<file path="src/rtl/sobel_window_gen.sv">
// Streaming 3x3 window generator for a Sobel kernel: two line buffers plus a
// three-column shift register turn a raster pixel stream into valid-only windows.
module sobel_window_gen #(
  parameter int IMAGE_ROW_SIZE    = 8,
  parameter int IMAGE_COLUMN_SIZE = 8,
  parameter int PIXEL_WIDTH       = 8
) (
  input  logic                     clk_i,
  input  logic                     rst_i,
  input  logic                     pix_valid_i,
  input  logic [PIXEL_WIDTH-1:0]   pix_data_i,
  output logic                     pix_ready_o,
  output logic                     win_valid_o,
  output logic [9*PIXEL_WIDTH-1:0] win_data_o,
  input  logic                     win_ready_i,
  output logic                     win_last_o,
  output logic                     frame_done_o
);

  localparam int RW = (IMAGE_ROW_SIZE > 1) ? $clog2(IMAGE_ROW_SIZE) : 1;
  localparam int CW = (IMAGE_COLUMN_SIZE > 1) ? $clog2(IMAGE_COLUMN_SIZE) : 1;
  localparam logic [RW-1:0] R_LAST = RW'(IMAGE_ROW_SIZE - 1);
  localparam logic [CW-1:0] C_LAST = CW'(IMAGE_COLUMN_SIZE - 1);

  typedef enum logic [1:0] {FILL, STREAM, DRAIN} state_t;

  state_t                 state_q, state_d;
  logic [RW-1:0]          r_q, r_d;
  logic [CW-1:0]          c_q, c_d;
  logic                   win_valid_q, win_valid_d;
  logic                   win_last_q, win_last_d;
  logic                   frame_done_q, frame_done_d;
  logic [PIXEL_WIDTH-1:0] lb0_q [IMAGE_COLUMN_SIZE];
  logic [PIXEL_WIDTH-1:0] lb1_q [IMAGE_COLUMN_SIZE];
  logic [PIXEL_WIDTH-1:0] win_q [9];
  logic [PIXEL_WIDTH-1:0] win_d [9];

  logic pix_acc, win_acc, at_row_end, at_frame_end, produce;

  // A pixel may only enter when no unaccepted window would be overwritten.
  assign pix_ready_o  = (state_q != DRAIN) && (!win_valid_q || win_ready_i);
  assign pix_acc      = pix_valid_i && pix_ready_o;
  assign win_acc      = win_valid_q && win_ready_i;
  assign at_row_end   = (c_q == C_LAST);
  assign at_frame_end = at_row_end && (r_q == R_LAST);
  assign produce      = pix_acc && (r_q >= RW'(2)) && (c_q >= CW'(2));

  always_comb begin
    state_d      = state_q;
    r_d          = r_q;
    c_d          = c_q;
    win_valid_d  = win_valid_q;
    win_last_d   = win_last_q;
    frame_done_d = 1'b0;

    if (win_acc) begin
      win_valid_d = 1'b0;
      win_last_d  = 1'b0;
    end
    if (produce) begin
      win_valid_d = 1'b1;
      win_last_d  = at_frame_end;
    end

    if (pix_acc) begin
      if (at_row_end) begin
        c_d = '0;
        r_d = (r_q == R_LAST) ? '0 : r_q + RW'(1);
      end else begin
        c_d = c_q + CW'(1);
      end
    end

    case (state_q)
      FILL:    if (pix_acc && at_row_end && (r_q == RW'(1))) state_d = STREAM;
      STREAM:  if (pix_acc && at_frame_end) state_d = DRAIN;
      DRAIN: begin
        // The only window that can be pending here is the frame's last one.
        if (win_acc) begin
          state_d      = FILL;
          frame_done_d = 1'b1;
        end
      end
      default: state_d = FILL;
    endcase
  end

  always_comb begin
    win_d = win_q;
    if (pix_acc) begin
      for (int row = 0; row < 3; row++) begin
        win_d[row*3]     = win_q[row*3 + 1];
        win_d[row*3 + 1] = win_q[row*3 + 2];
      end
      win_d[2] = lb1_q[c_q];
      win_d[5] = lb0_q[c_q];
      win_d[8] = pix_data_i;
    end
  end

  always_ff @(posedge clk_i) begin
    if (rst_i) begin
      state_q      <= FILL;
      r_q          <= '0;
      c_q          <= '0;
      win_valid_q  <= 1'b0;
      win_last_q   <= 1'b0;
      frame_done_q <= 1'b0;
    end else begin
      state_q      <= state_d;
      r_q          <= r_d;
      c_q          <= c_d;
      win_valid_q  <= win_valid_d;
      win_last_q   <= win_last_d;
      frame_done_q <= frame_done_d;
    end
  end

  // Pixel storage is never reset; window gating on r/c hides stale contents.
  always_ff @(posedge clk_i) begin
    win_q <= win_d;
    if (pix_acc) begin
      lb1_q[c_q] <= lb0_q[c_q];
      lb0_q[c_q] <= pix_data_i;
    end
  end

  always_comb begin
    win_data_o = '0;
    for (int k = 0; k < 9; k++) win_data_o[k*PIXEL_WIDTH +: PIXEL_WIDTH] = win_q[k];
  end

  assign win_valid_o  = win_valid_q;
  assign win_last_o   = win_last_q;
  assign frame_done_o = frame_done_q;

endmodule

</file>
<file path="config.mk">
export PLATFORM = sky130hd
export DESIGN_NAME = sobel_window_gen
export DESIGN_NICKNAME = d
export VERILOG_FILES = /design/src/rtl/sobel_window_gen.sv
export SDC_FILE = /design/constraint.sdc
export NUM_CORES = 1
export LEC_CHECK = 0
export ABC_AREA = 1
export CAP_MARGIN = 30
export CORE_MARGIN = 2
export CORE_UTILIZATION = 40
export CTS_BUF_LIST = sky130_fd_sc_hd__clkbuf_2 sky130_fd_sc_hd__clkbuf_4 sky130_fd_sc_hd__clkbuf_8
export DETAILED_ROUTE_END_ITERATION = 6
export HOLD_SLACK_MARGIN = 0.08
export PLACE_DENSITY = 0.71
export SLEW_MARGIN = 10
export SYNTH_ARGS = -nofsm -noshare
export SYNTH_HDL_FRONTEND = slang
export SYNTH_SLANG_ARGS = --single-unit
</file>
<file path="constraint.sdc">
create_clock -name clk_i -period 5.8 [get_ports clk_i]
set_clock_uncertainty 0.05 [all_clocks]
set_input_delay 0.87 -clock clk_i [delete_from_list [all_inputs] [get_ports clk_i]]
set_output_delay 0.87 -clock clk_i [all_outputs]
set_load 0.1 [all_outputs]
</file>
After elaboration in Yosys (flattened, before gate mapping)
Memory sizes are Yosys's and may differ from the RTL's. A register that Yosys moved wholly into a read port is not among the register bits.
Cells that the tools add are included.
Widths: inputs -> output; s select.
Operators by class
  equality and inequality tests: 9
  $lt $le $gt $ge: 2
  add/subtract/negate cells: 2
  reductions and logical operators: 16
  muxes and demuxes: 14
  bitwise logic cells: 1
Operators with widths (number)
  $mux 3: 4
  $logic_and 1x1->1: 9
  $ne 2x2->1 const B: 4
  $add 3x1->3 const B: 2
  $eq 3x3->1 const B: 2
  $ge 3x2->1 const B: 2
  $mux 1: 6
  $mux 2: 3
  $pmux 2 s3: 1
  $eq 3x1->1 const B: 1
  $reduce_and 3->1: 1
  $eq 2x1->1 const B: 1
  $eq 2x2->1 const B: 1
  $logic_not 2->1: 1
  $reduce_and 2->1: 1
  $reduce_bool 2->1: 1
  $reduce_or 2->1: 1
  $logic_not 1->1: 1
  $logic_or 1x1->1: 1
  $not 1->1: 1
Storage, ports and cells
  memory bits (writable): 128
  logic and storage cells: 60
  flip-flop bits (word level): 75
  output and inout bits: 76
  memories kept: 2
Memories
  lb0_q: words 8, width 8, rd ports 1, clocked after memory_dff 1, write ports 1, line 33  | logic [PIXEL_WIDTH-1:0] lb0_q [IMAGE_COLUMN_SIZE];
  lb1_q: words 8, width 8, rd ports 1, clocked after memory_dff 1, write ports 1, line 34  | logic [PIXEL_WIDTH-1:0] lb1_q [IMAGE_COLUMN_SIZE];

Logic depth before layout (Yosys ltp)
  depth in word-level cells: 8
  depth in mapped cells: 11
  mapped depth without buffers: 9

Least setup slack after synthesis
Ideal clock, no wire load.
  path type: input-to-reg
  start point: in win_ready_i
  end point: reg win_q (netlist bit win_data_o[0]), enable pin
  path slack: 2.775 ns
  arrival: 2.548 ns
  library setup time: 0.426 ns
  required time: 5.324 ns
  stages on the path: 4
  path through: inv_1 > nand2_2 > nand3_4 > inv_1
Between the ends
  longest elaborated chain between the ends: 3
RTL lines
  start, declared: line 15  | input logic win_ready_i,
  $logic_or 1x1->1: line 41  | assign pix_ready_o = (state_q != DRAIN) && (!win_valid_q || win_ready_i);
  $logic_and 1x1->1: line 41
  $logic_and 1x1->1: line 42  | assign pix_acc = pix_valid_i && pix_ready_o;
  via pix_acc: line 38  | logic pix_acc, win_acc, at_row_end, at_frame_end, produce;
  end signal, assigned: line 121  | win_q <= win_d;
  end, declared: line 35  | logic [PIXEL_WIDTH-1:0] win_q [9];
The timed path passes the listed nets, and every way through them passes these cells.
A chain may end at the register's enable or synchronous reset.

Worst setup path after layout
  start point: in win_ready_i
  end point: out pix_ready_o
Between the ends
  longest elaborated chain between the ends: 2
RTL lines
  $logic_or 1x1->1: line 41
  $logic_and 1x1->1: line 41
  end, declared: line 12  | output logic pix_ready_o,
No other way between the ends.

==> out/results.tsv <==
metric	value	unit
antenna_cells	0	
finalMaxSlewViolations	0	
synth_edf_count	200	
dpl.hpwl	9410	µm
cts_buffers	36	
syn_nets	583	
synth_ff_type	edfxtp_1	
ys_warn_count	0	
synth_compound_area_share	6.66	%
setup_tns	0	ps
synth-seq-cells	214	
r2r_slack	3330	ps
drive_above_1_share	13.4	%
grt_pass1_wl	25100	µm
pwr-share-comb	16.0	%
netSwitchingFraction	28.4	%
switching_power	1.06	mW
whs_path_depth	0	
slew_headroom	33.9	%
critPathSlowestCell	clkdlybuf4s50_1	
p_int	2.68	mW
die_area	21200	µm²
dr.pass1.iters	4	
path_cells	clkdlybuf4s50_1 -> inv_1 -> nand2_2 -> nand2_1 -> inv_1 -> clkdlybuf4s50_1	
antenna_found_initial	0	
seq_area_frac_synth	78.3	%
coreArea	19600	µm²
synth-async-reset-ratio	0	%
rsz0062_at_grt	no	
syn_inst	564	
cts-resized-gates	0	
r2r_end	lb0_q[4][6]$_DFFE_PP_	
maxCapViolCount	0	
clk_pin_slew	60	ps
timing_hold_violations_final	0	
drt-total-wl	15700	µm
clkPwrFrac	34.9	%
die_y	146	µm
wl_per_cell	16.2	µm
clockBufferDepth	3	
power_density	378	nW/µm²
syn_area_per_cell	14.2	µm²
start_util	41.0	%
seqPwrFrac	49.0	%
gp_congestion	0.778	
synth_mux_area_share	0	%
synth.area.top_cells	edfxtp_1 (75%), nand2_1 (4.4%), dfxtp_1 (3.5%)	
outcome	finished, final reports clean	
cts.hold.buffers_added	0	
critical_path_class	in -> out	
hold_end	win_data_o[57]$_DFFE_PP_	
cp-end-kind	primary output	
slowest_delay	1120	ps
layout.nets	703	
ir_drop	0.197	mV
synth_xor_area_share	0	%
overflow	0	
die_w	146	µm
grt_pass1_vias	4832	
grt_start_max_net_pins	49	
ant_nets	0	
worstMarginPinSlew	989	ps
cts_sinks	214	
yosysTopAreaCell	edfxtp_1	
numPortBuffers	87	
leakagePower	3.50	nW
timing.final.crit_period	3740	ps
postCtsSetupRepairBufs	0	
critical_path_required	4880	ps
finalSetupViolCount	0	
area.growth.synth_to_final	23.4	%
max_freq	0.268	GHz
root_buffer	clkbuf_8	
synthAdderAreaFrac	1.09	%
synth_top_family_by_area	simple AND/OR/NAND/NOR gates	
track_usage	14.9	%
path_max_fanout	4	
ff2ff_path_depth	3	
synth.distinct_cells	31	
holdCritPathClass	reg -> reg	
arrival	2820	ps
cts_tree	yes	
syn_area	8030	µm²
synth.most_common_cell	edfxtp_1	
startpoint_type	input port	
synthSimpleGateAreaFrac	10.5	%
drt_drc_violations_left	0	
clkLatencyLatePin	520	ps
core.rowCount	51	
num_io_pins	88	
finalCritPeriodShare	64.4	%
dr_total_vias	4768	
ys_top_cells_by_count	edfxtp_1 (200), nand2_1 (95), nor2_1 (70)	
cts_max_level	2	
fin_hold_ws	395	ps
worstHoldStart	win_data_o[65]$_DFFE_PP_	
initialDrtViolationCount	410	
viasPerCell	4.93	
synth_top_area_share	74.8	%
r2r_start	c_q[2]$_SDFFE_PP0P_	
==> registers in the layout, indices dropped and copies added (netlist names), named ones only <==
signal	count
win_data_o	72
lb0_q	64
lb1_q	64
c_q	3
r_q	3
state_q	2
frame_done_o	1
win_last_o	1
win_valid_o	1
==> per-stage QoR <==
| stage | instances | util (%) | worst slack (ps) | instance area (µm²) | power (mW) |
|---|---|---|---|---|---|
| 6_report | 967 | 50.6 | 2060 | 9900 | 3.74 |
| 5_1_grt | 967 | 50.6 | 2010 | 9900 | 3.89 |
| 4_1_cts | 963 | 50.4 | 2070 | 9870 | 3.78 |
| 3_5_place_dp | 907 | 46.9 | 2070 | 9190 | 2.47 |
| 3_3_place_gp | 906 | 46.7 | 2090 | 9160 | 2.45 |
| 2_1_floorplan | 564 | - | 2780 | 8030 | 2.32 |
==> cells by family (layout without fill, tap and decap cells) <==
kind of cell,after synthesis,count (layout)
buffers and inverters,51,189
and+or+nand+nor,190,190
AOI/OAI and AO/OA,102,102
adders and majority gates,7,7
DFF,214,214
==> metal layers <==
| layer | global-route usage (%) | vias up | wire length, µm |
|---|---|---|---|
| met5 | 0 | - | 0 |
| met4 | 6.67 | 0 | 564 |
| met3 | 4.23 | 53 | 975 |
| met2 | 24.5 | 179 | 7270 |
| met1 | 18.4 | 2295 | 6850 |
| li1 | - | 2241 | - |
==> worst max path at each step <==
stage,to,startpoint,slack [ps],depth (start not counted)
after floorplan,win_data_o[0]$_DFFE_PP_,win_ready_i,2780,4
after global placement,pix_ready_o,win_ready_i,2090,6
after detailed placement,pix_ready_o,win_ready_i,2070,6
after CTS,pix_ready_o,win_ready_i,2070,6
after global routing,pix_ready_o,win_ready_i,2010,6
final,pix_ready_o,win_ready_i,2060,6
==> worst max-delay path: cells and delay by family <==
kind	cells	cell delay, ps
AND/OR/NAND/NOR	2	180
buffers and inverters	4	1760
==> cell type report <==
type | instances | area, µm²
Multi-Input combinational cell | 299 | 1470
Timing Repair Buffer | 103 | 1010
Sequential cell | 214 | 6290
Tap cell | 265 | 332
Clock inverter | 8 | 88.8
Inverter | 30 | 121
Fill cell | 1666 | 9690
Clock buffer | 48 | 598
==> layout by cell type (no fill, tap or decap), types with 11 or more instances in the layout <==
cell             netlist  layout
clkdlybuf4s50_1        0      87
o21ai_0               15      15
dfxtp_1               14      14
inv_1                 25      24
nand2_1               95      95
a21oi_1               25      25
nor2_1                70      70
clkbuf_4               0      11
buf_4                  4      11
edfxtp_1             200     200
clkbuf_8               0      38
o21ai_1               55      55
==> power groups by stage <==
stage | clock network [mW] | registers, mW | logic [mW]
floorplan | 0 | 2.17 | 0.149
global route | 1.41 | 1.84 | 0.632
detailed placement | 0 | 1.87 | 0.595
finish | 1.31 | 1.84 | 0.600
global placement | 0 | 1.87 | 0.581
CTS | 1.34 | 1.84 | 0.597
(Power assumes the default switching activity.)
